<file path="src/rtl/lru_alloc_ctrl.sv">
// Per-set controller in front of an lru_stack: arbitrates hit touches against miss
// allocations, tracks way valid bits and issues at most one stack update per cycle.
module lru_alloc_ctrl #(
  parameter int unsigned DEPTH      = 8,
  parameter int unsigned STARVE_MAX = 4
) (
  input  logic             clk,
  input  logic             rst_b,
  input  logic             hit_req,
  input  logic [DEPTH-1:0] hit_way,
  output logic             hit_gnt,
  input  logic             alloc_req,
  output logic             alloc_gnt,
  output logic [DEPTH-1:0] alloc_way,
  input  logic             alloc_done,
  output logic             alloc_err,
  input  logic             inval_req,
  input  logic [DEPTH-1:0] inval_way,
  output logic [DEPTH-1:0] valid_vec,
  output logic             busy,
  output logic             lru_update,
  output logic [DEPTH-1:0] lru_accessed_blk,
  input  logic [DEPTH-1:0] lru_victim_blk
);

  localparam int unsigned SW = $clog2(STARVE_MAX + 1);
  localparam logic [SW-1:0] STARVE_LIM = SW'(STARVE_MAX - 1);

  typedef enum logic [1:0] {IDLE, GRANT, ALLOC} state_e;

  state_e           state_q, state_d;
  logic [DEPTH-1:0] alloc_way_q, alloc_way_d;
  logic [DEPTH-1:0] valid_q, valid_d;
  logic [DEPTH-1:0] acc_q, acc_d;
  logic [SW-1:0]    starve_q, starve_d;
  logic             gnt_q, gnt_d;
  logic             err_q, err_d;
  logic             upd_q, upd_d;

  logic [DEPTH-1:0] valid_eff;
  logic [DEPTH-1:0] free_way;
  logic             any_free;
  logic             hit_ok;
  logic             force_alloc;
  logic             hit_gnt_c;
  logic             alloc_win;
  logic             commit;

  always_comb begin
    valid_eff   = valid_q & ~(inval_req ? inval_way : '0);
    commit      = (state_q == ALLOC) && alloc_done;
    hit_ok      = hit_req && (hit_way != '0) && !commit &&
                  !((state_q != IDLE) && (hit_way == alloc_way_q));
    force_alloc = (state_q == IDLE) && alloc_req && (starve_q == STARVE_LIM);
    hit_gnt_c   = hit_ok && !force_alloc;
    alloc_win   = (state_q == IDLE) && alloc_req && (!hit_ok || force_alloc);

    // Lowest-index invalid way, seen after any same-cycle invalidate.
    free_way = '0;
    any_free = 1'b0;
    for (int unsigned i = 0; i < DEPTH; i++) begin
      if (!valid_eff[i] && !any_free) begin
        free_way[i] = 1'b1;
        any_free    = 1'b1;
      end
    end
  end

  always_comb begin
    state_d     = state_q;
    alloc_way_d = alloc_way_q;
    starve_d    = starve_q;
    gnt_d       = alloc_win;
    err_d       = 1'b0;
    upd_d       = commit || hit_gnt_c;
    acc_d       = '0;
    valid_d     = valid_eff;

    if (!alloc_req || alloc_win) begin
      starve_d = '0;
    end else if ((state_q == IDLE) && hit_gnt_c && (starve_q != STARVE_LIM)) begin
      starve_d = starve_q + SW'(1);
    end

    if (alloc_win) begin
      if (any_free) begin
        alloc_way_d = free_way;
      end else if ($onehot(lru_victim_blk)) begin
        alloc_way_d = lru_victim_blk;
      end else begin
        alloc_way_d = '0;
        alloc_way_d[DEPTH-1] = 1'b1;
        err_d = 1'b1;
      end
    end

    // Commit overrides a same-edge invalidate of the filled way.
    if (commit) begin
      valid_d = valid_eff | alloc_way_q;
      acc_d   = alloc_way_q;
    end else if (hit_gnt_c) begin
      acc_d = hit_way;
    end

    unique case (state_q)
      IDLE:    if (alloc_win) state_d = GRANT;
      GRANT:   state_d = ALLOC;
      ALLOC:   if (alloc_done) state_d = IDLE;
      default: state_d = IDLE;
    endcase
  end

  always_ff @(posedge clk or negedge rst_b) begin
    if (!rst_b) begin
      state_q     <= IDLE;
      alloc_way_q <= '0;
      valid_q     <= '0;
      acc_q       <= '0;
      starve_q    <= '0;
      gnt_q       <= 1'b0;
      err_q       <= 1'b0;
      upd_q       <= 1'b0;
    end else begin
      state_q     <= state_d;
      alloc_way_q <= alloc_way_d;
      valid_q     <= valid_d;
      acc_q       <= acc_d;
      starve_q    <= starve_d;
      gnt_q       <= gnt_d;
      err_q       <= err_d;
      upd_q       <= upd_d;
    end
  end

  assign hit_gnt          = hit_gnt_c;
  assign alloc_gnt        = gnt_q;
  assign alloc_way        = alloc_way_q;
  assign alloc_err        = err_q;
  assign valid_vec        = valid_q;
  assign busy             = (state_q != IDLE);
  assign lru_update       = upd_q;
  assign lru_accessed_blk = acc_q;

endmodule

</file>
<file path="config.mk">
export PLATFORM = sky130hd
export DESIGN_NAME = lru_alloc_ctrl
export DESIGN_NICKNAME = d
export VERILOG_FILES = /design/src/rtl/lru_alloc_ctrl.sv
export SDC_FILE = /design/constraint.sdc
export NUM_CORES = 1
export LEC_CHECK = 0
export BUFFER_PORTS_ARGS = -buffer_cell sky130_fd_sc_hd__buf_2
export CORE_UTILIZATION = 38
export CTS_CLUSTER_SIZE = 24
export DETAILED_ROUTE_END_ITERATION = 6
export HOLD_SLACK_MARGIN = 0.15
export SETUP_SLACK_MARGIN = 0.05
export SYNTH_ARGS = -nofsm -noshare
export SYNTH_HDL_FRONTEND = slang
export SYNTH_SLANG_ARGS = --single-unit
</file>
<file path="constraint.sdc">
create_clock -name clk -period 2.5 [get_ports clk]
set_input_delay 0.5 -clock clk [delete_from_list [all_inputs] [get_ports clk]]
set_output_delay 0.5 -clock clk [all_outputs]
set_load 0.05 [all_outputs]
</file>
== Yosys cells after proc, flatten, opt, wreduce, memory -nomap -nowiden ==
Cells that the tools add are included.

* Eq/ne operators: 8
* Reductions and logical operators: 44
* Add/sub/neg operators: 8
* Mux-type cells: 29
* Bitwise operators: 3

{| class="wikitable"
|+ Operator list
! cell !! count
|-
| $mux W8 || 6
|-
| $logic_and A1 B1 Y1 || 18
|-
| $logic_not A1 Y1 || 18
|-
| $mux W1 || 18
|-
| $add A1 B1 Y2 || 4
|-
| $and A8 B8 Y8 || 1
|-
| $eq A8 B8 Y1 || 1
|-
| $not A8 Y8 || 1
|-
| $or A8 B8 Y8 || 1
|-
| $reduce_bool A8 Y1 || 1
|-
| $add A2 B2 Y3 || 2
|-
| $mux W3 || 2
|-
| $pmux W2 S3 || 1
|-
| $add A3 B3 Y4 || 1
|-
| $eq A4 B1 Y1 const B || 1
|-
| $mux W2 || 2
|-
| $ne A2 B2 Y1 const B || 2
|-
| $reduce_bool A2 Y1 || 2
|-
| $add A3 B1 Y3 const B || 1
|-
| $eq A3 B2 Y1 const B || 1
|-
| $logic_or A1 B1 Y1 || 3
|-
| $ne A3 B2 Y1 const B || 1
|-
| $eq A2 B1 Y1 const B || 1
|-
| $eq A2 B2 Y1 const B || 1
|-
| other kinds (2) || 2
|}

* Logic and storage cells: 100
* Output and inout bits: 29
* Input port bits: 30
* Register bits after elaboration: 32

== Longest topological paths before layout ==
* Depth in word-level cells: 26
* Gate-level depth with buffers: 13
* Mapped depth without buffers: 13

== Worst setup path before layout ==
OpenSTA, ideal clock, no wires.

* Path type: input port to flip-flop
* From: input lru_victim_blk[0]
* To: register alloc_way_q[6], in the netlist alloc_way[6]
* Setup time: 0.127 ns
* Data required time: 2.373 ns
* Stages: 13
* Path slack: -1.030 ns
* Data arrival time: 3.403 ns
* Path buffers: 0
* Cells stage by stage: inv_1 > fa_1 > fa_1 > fa_1 > inv_1 > ha_1 > inv_1 > fa_1 > and4b_1 > a21oi_1 > nor2_1 > a21boi_0 > o41ai_2

* Longest elaborated chain between the ends: 6

{| class="wikitable"
|+ RTL lines
! what !! line !! source
|-
| from (decl) || 23 || <nowiki>input logic [DEPTH-1:0] lru_victim_blk</nowiki>
|-
| $add A1 B1 Y2 (not written as such) || 88 || <nowiki>end else if ($onehot(lru_victim_blk)) begin</nowiki>
|-
| $add A2 B2 Y3 (not written as such) || 88 ||
|-
| $add A3 B3 Y4 (not written as such) || 88 ||
|-
| $eq A4 B1 Y1 || 88 ||
|-
| $mux W8 || 88 ||
|-
| $mux W8 || 86 || <nowiki>if (any_free) begin</nowiki>
|-
| to (signal assigned) || 125 || <nowiki>alloc_way_q <= alloc_way_d;</nowiki>
|-
| to (decl) || 32 || <nowiki>logic [DEPTH-1:0] alloc_way_q, alloc_way_d;</nowiki>
|}

Every way passes these cells.
A chain may end at the register's enable or synchronous reset.

== Worst setup path after layout ==
* From: input lru_victim_blk[0]
* To: register alloc_way_q[2], in the netlist alloc_way[2]

Same word-level chain as after synthesis.

==> results.md <==
* Outcome: finished, violations left
* Violated checks: negative setup slack
* Synth Flop Type: dfrtp_1
* Initial DRC Count at 59
* Total number of vias at 1463
* Worst Hold Class: in2async
* Mapped Nets at 210
* Antenna Diode Count at 0
* Initial antenna violation count at 0
* RSZ-0062 raised after global routing: true
* Sink Count at 32
* CTS tree: yes
* Clk buf depth at 2
* CP dominant cell by count: fa_1
* Worst skew pair latency at approximately 0.27 ns
* Crit start category: input pin
* H-tree levels at 2
* Post-layout util at 0.522
* Fill cells at roughly 440
* Max Cap Viol at 0
* YS warnings at 0
* Share of flip-flops with an asynchronous set or reset at 1.00
* Critical Path Max Stage Delay at around 0.54 ns
* Hpwl dp at between 3000 and 4000 µm
* Die Wd at about 70 µm
* Measured slew at the worst slew-check pin at about 0.68 ns
* ANT nets after route at 0
* DRC errors left at 0
* Syn Area/Cell at between 10 and 15 µm²
* Post-DP Area at between 2000 and 2500 µm²
* Yosys reg bits at 32
* Slew headroom at 0.545
* GPL Wtd Cong at roughly 0.74
* Pwr/cell area at about 820 nW/µm²
* Commonest non-fill, non-tap cell in the layout: buf_2
* Tcrit/Tclk final at 1.38
* Leak at approximately 1.2 nW
* Worst-path clk slew at 0.06 ns
* CP Capture Type: register
* Final min period at between 3 and 4 ns
* I/O Buffers at 58
* Mapped Area at 1760 µm²
* Post-synth EDFFs at 0
* Max VDD drop at about 0.32 mV
* Core area at ~4400 µm²
* Seq/Total Area, Yosys at 0.454
* CTS buffer count at 5
* Drt wl/cell at between 10 and 15 µm
* Final Power at approximately 0.0019 W
* Share of cells above drive strength 1 at 0.380
* Clock skew at just under 0.004 ns
* Via density at 4.93
* Crit path DAT at approximately 3.6 ns
* Design Area, Final at between 2000 and 2500 µm²
* GR Util All Layers at 0.173
* Drt total wl at 3840 µm
* Syn Inst Count at about 170
* Die area at approximately 4900 µm²
* # setup viols final at 9
* First-pass DRT Iterations at 4
* Area Growth Syn to Fin at 30.6%
* Remaining global-route overflow at 0
* Die Y at 70.1 µm
* CTS Root Cell: clkbuf_8
* # rows at 24
* Placed Cells at 287
* Initial core utilization at 0.400
* Final Hold Viols at 0
* Setup WS post-layout at -0.948 ns
* Largest area contributor in the netlist: dfrtp_1
* Finished Layout Cells at around 300
* Setup slack at placement at -1.28 ns
* Largest net degree at the start of global routing at 33
* Worst setup path class: in2reg
* Synth top area share at 0.454
* Slowest CP cell: fa_1
* Fmax at just under 300 MHz
* Critical Path RT at 2.69 ns
* Post-synthesis cell type count at 45
* Most frequent cells in the layout: buf_2 (56), dfrtp_1 (32), nand2_1 (30)
* Num ports at 59
* First-pass GRT wire length at between 6000 and 7000 µm
* Synth area leaders: dfrtp_1 (45%), nand2_1 (6.4%), fa_1 (4.5%)
* Vias in the first global route at about 1400
* Fin. max-slew vios at 0
* Worst-path cell chain: buf_8 > inv_8 > fa_1 > fa_1 > fa_1 > inv_1 > ha_2 > inv_2 > fa_1 > and4b_1 > a21oi_2 > nor4_4 > nand2_1 > a31oi_2
* Layout net count at roughly 280
* CP max FO at 5
-- power by group --
group	switching (W)	internal, W	total, W	leakage (nW)
Sequential	0.0000970	0.000608	0.000705	0.417
Combinational	0.000551	0.000248	0.000799	0.760
Clock	0.000170	0.000224	0.000394	0.0455
Total	0.000818	0.00108	0.00190	1.22
-- state kept, by name (all words and copies together) (netlist names) --
register,count
alloc_way,8
lru_accessed_blk,8
valid_vec,8
starve_q,3
state_q,2
alloc_err,1
alloc_gnt,1
lru_update,1
-- cell families (layout without fill, tap and decap cells) --
family	count (synthesis)	count (layout)	synth area share
muxes	1	1	0.00638
AOI/OAI and AO/OA	36	36	0.158
buffers and inverters	21	95	0.0610
and+or+nand+nor	64	64	0.200
DFF	32	32	0.454
xor gates and xnor gates	8	8	0.0397
adders and majority gates	9	9	0.0809
-- synth_stat cells (2+ instances only) --
master / number
inv_1: 17
a31oi_1: 2
fa_1: 4
dfrtp_1: 32
nor2_1: 8
a21o_1: 2
a22o_1: 8
and4b_1: 2
ha_1: 5
or4_1: 2
o21ai_1: 2
a31oi_2: 3
xnor2_1: 5
xor2_1: 3
a21oi_1: 6
a22oi_1: 2
nand2b_1: 2
nand4_1: 3
or3_1: 2
nand2_1: 30
o31ai_1: 2
o21ai_0: 2
nand3_1: 2
a21boi_0: 4
-- final cells by class --
| cell class | count | area [µm²] | area share |
|---|---|---|---|
| Clock buffer | 8 | 90.1 | 0.0391 |
| Inverter | 18 | 80.1 | 0.0347 |
| Multi-Input combinational cell | 118 | 880 | 0.382 |
| Sequential cell | 32 | 801 | 0.347 |
| Tap cell | 52 | 65.1 | 0.0282 |
| Timing Repair Buffer | 69 | 389 | 0.169 |
-- timing repair --
| item | in CTS | in global routing |
|---|---|---|
| pin swaps | 1 | 2 |
| gates resized for setup | 3 | 6 |
| endpoints found under the setup margin | 9 | 10 |
| hold buffers | 0 | 0 |
| setup buffers | 1 | 1 |
-- critical path: cells and delay by family --
family	cells	cell delay, ns
fa+ha+maj	5	2.05
simple gates	3	0.63
buf+inv	4	0.23
compound gates	2	0.26
-- per-stage QoR --
| step | TNS (ns) | hold slack (ns) |
|---|---|---|
| floorplan | -8.22 | 0.204 |
| global placement | -10.70 | 0.497 |
| detailed placement | -11.06 | 0.501 |
| CTS | -7.94 | 0.295 |
| global route | -8.88 | 0.330 |
| finish | -7.99 | 0.264 |
-- layer usage --
metal / vias up / part of all wire / global-route usage / routed length (µm)
met5: - / 0 / 0 / 0
met2: 43 / 0.45 / 0.269 / 1740
li1: 735 / - / - / -
met4: 0 / 0.014 / 0.0733 / 55
met1: 680 / 0.49 / 0.234 / 1870
met3: 5 / 0.046 / 0.0346 / 175
-- worst paths after layout --
check	slack, ns	cells after the start	startpoint	end
min	0.26	1	rst_b	lru_accessed_blk[1]
max in group asynchronous	1.80	1	rst_b	starve_q[1]
min reg2reg	0.50	1	state_q[1]	state_q[1]
min in group clk	0.49	2	hit_way[5]	lru_accessed_blk[5]
max reg2reg	0.66	8	starve_q[0]	alloc_way[7]
max	-0.95	14	lru_victim_blk[0]	alloc_way[2]
No activity file was read; power rests on OpenSTA's default activity.
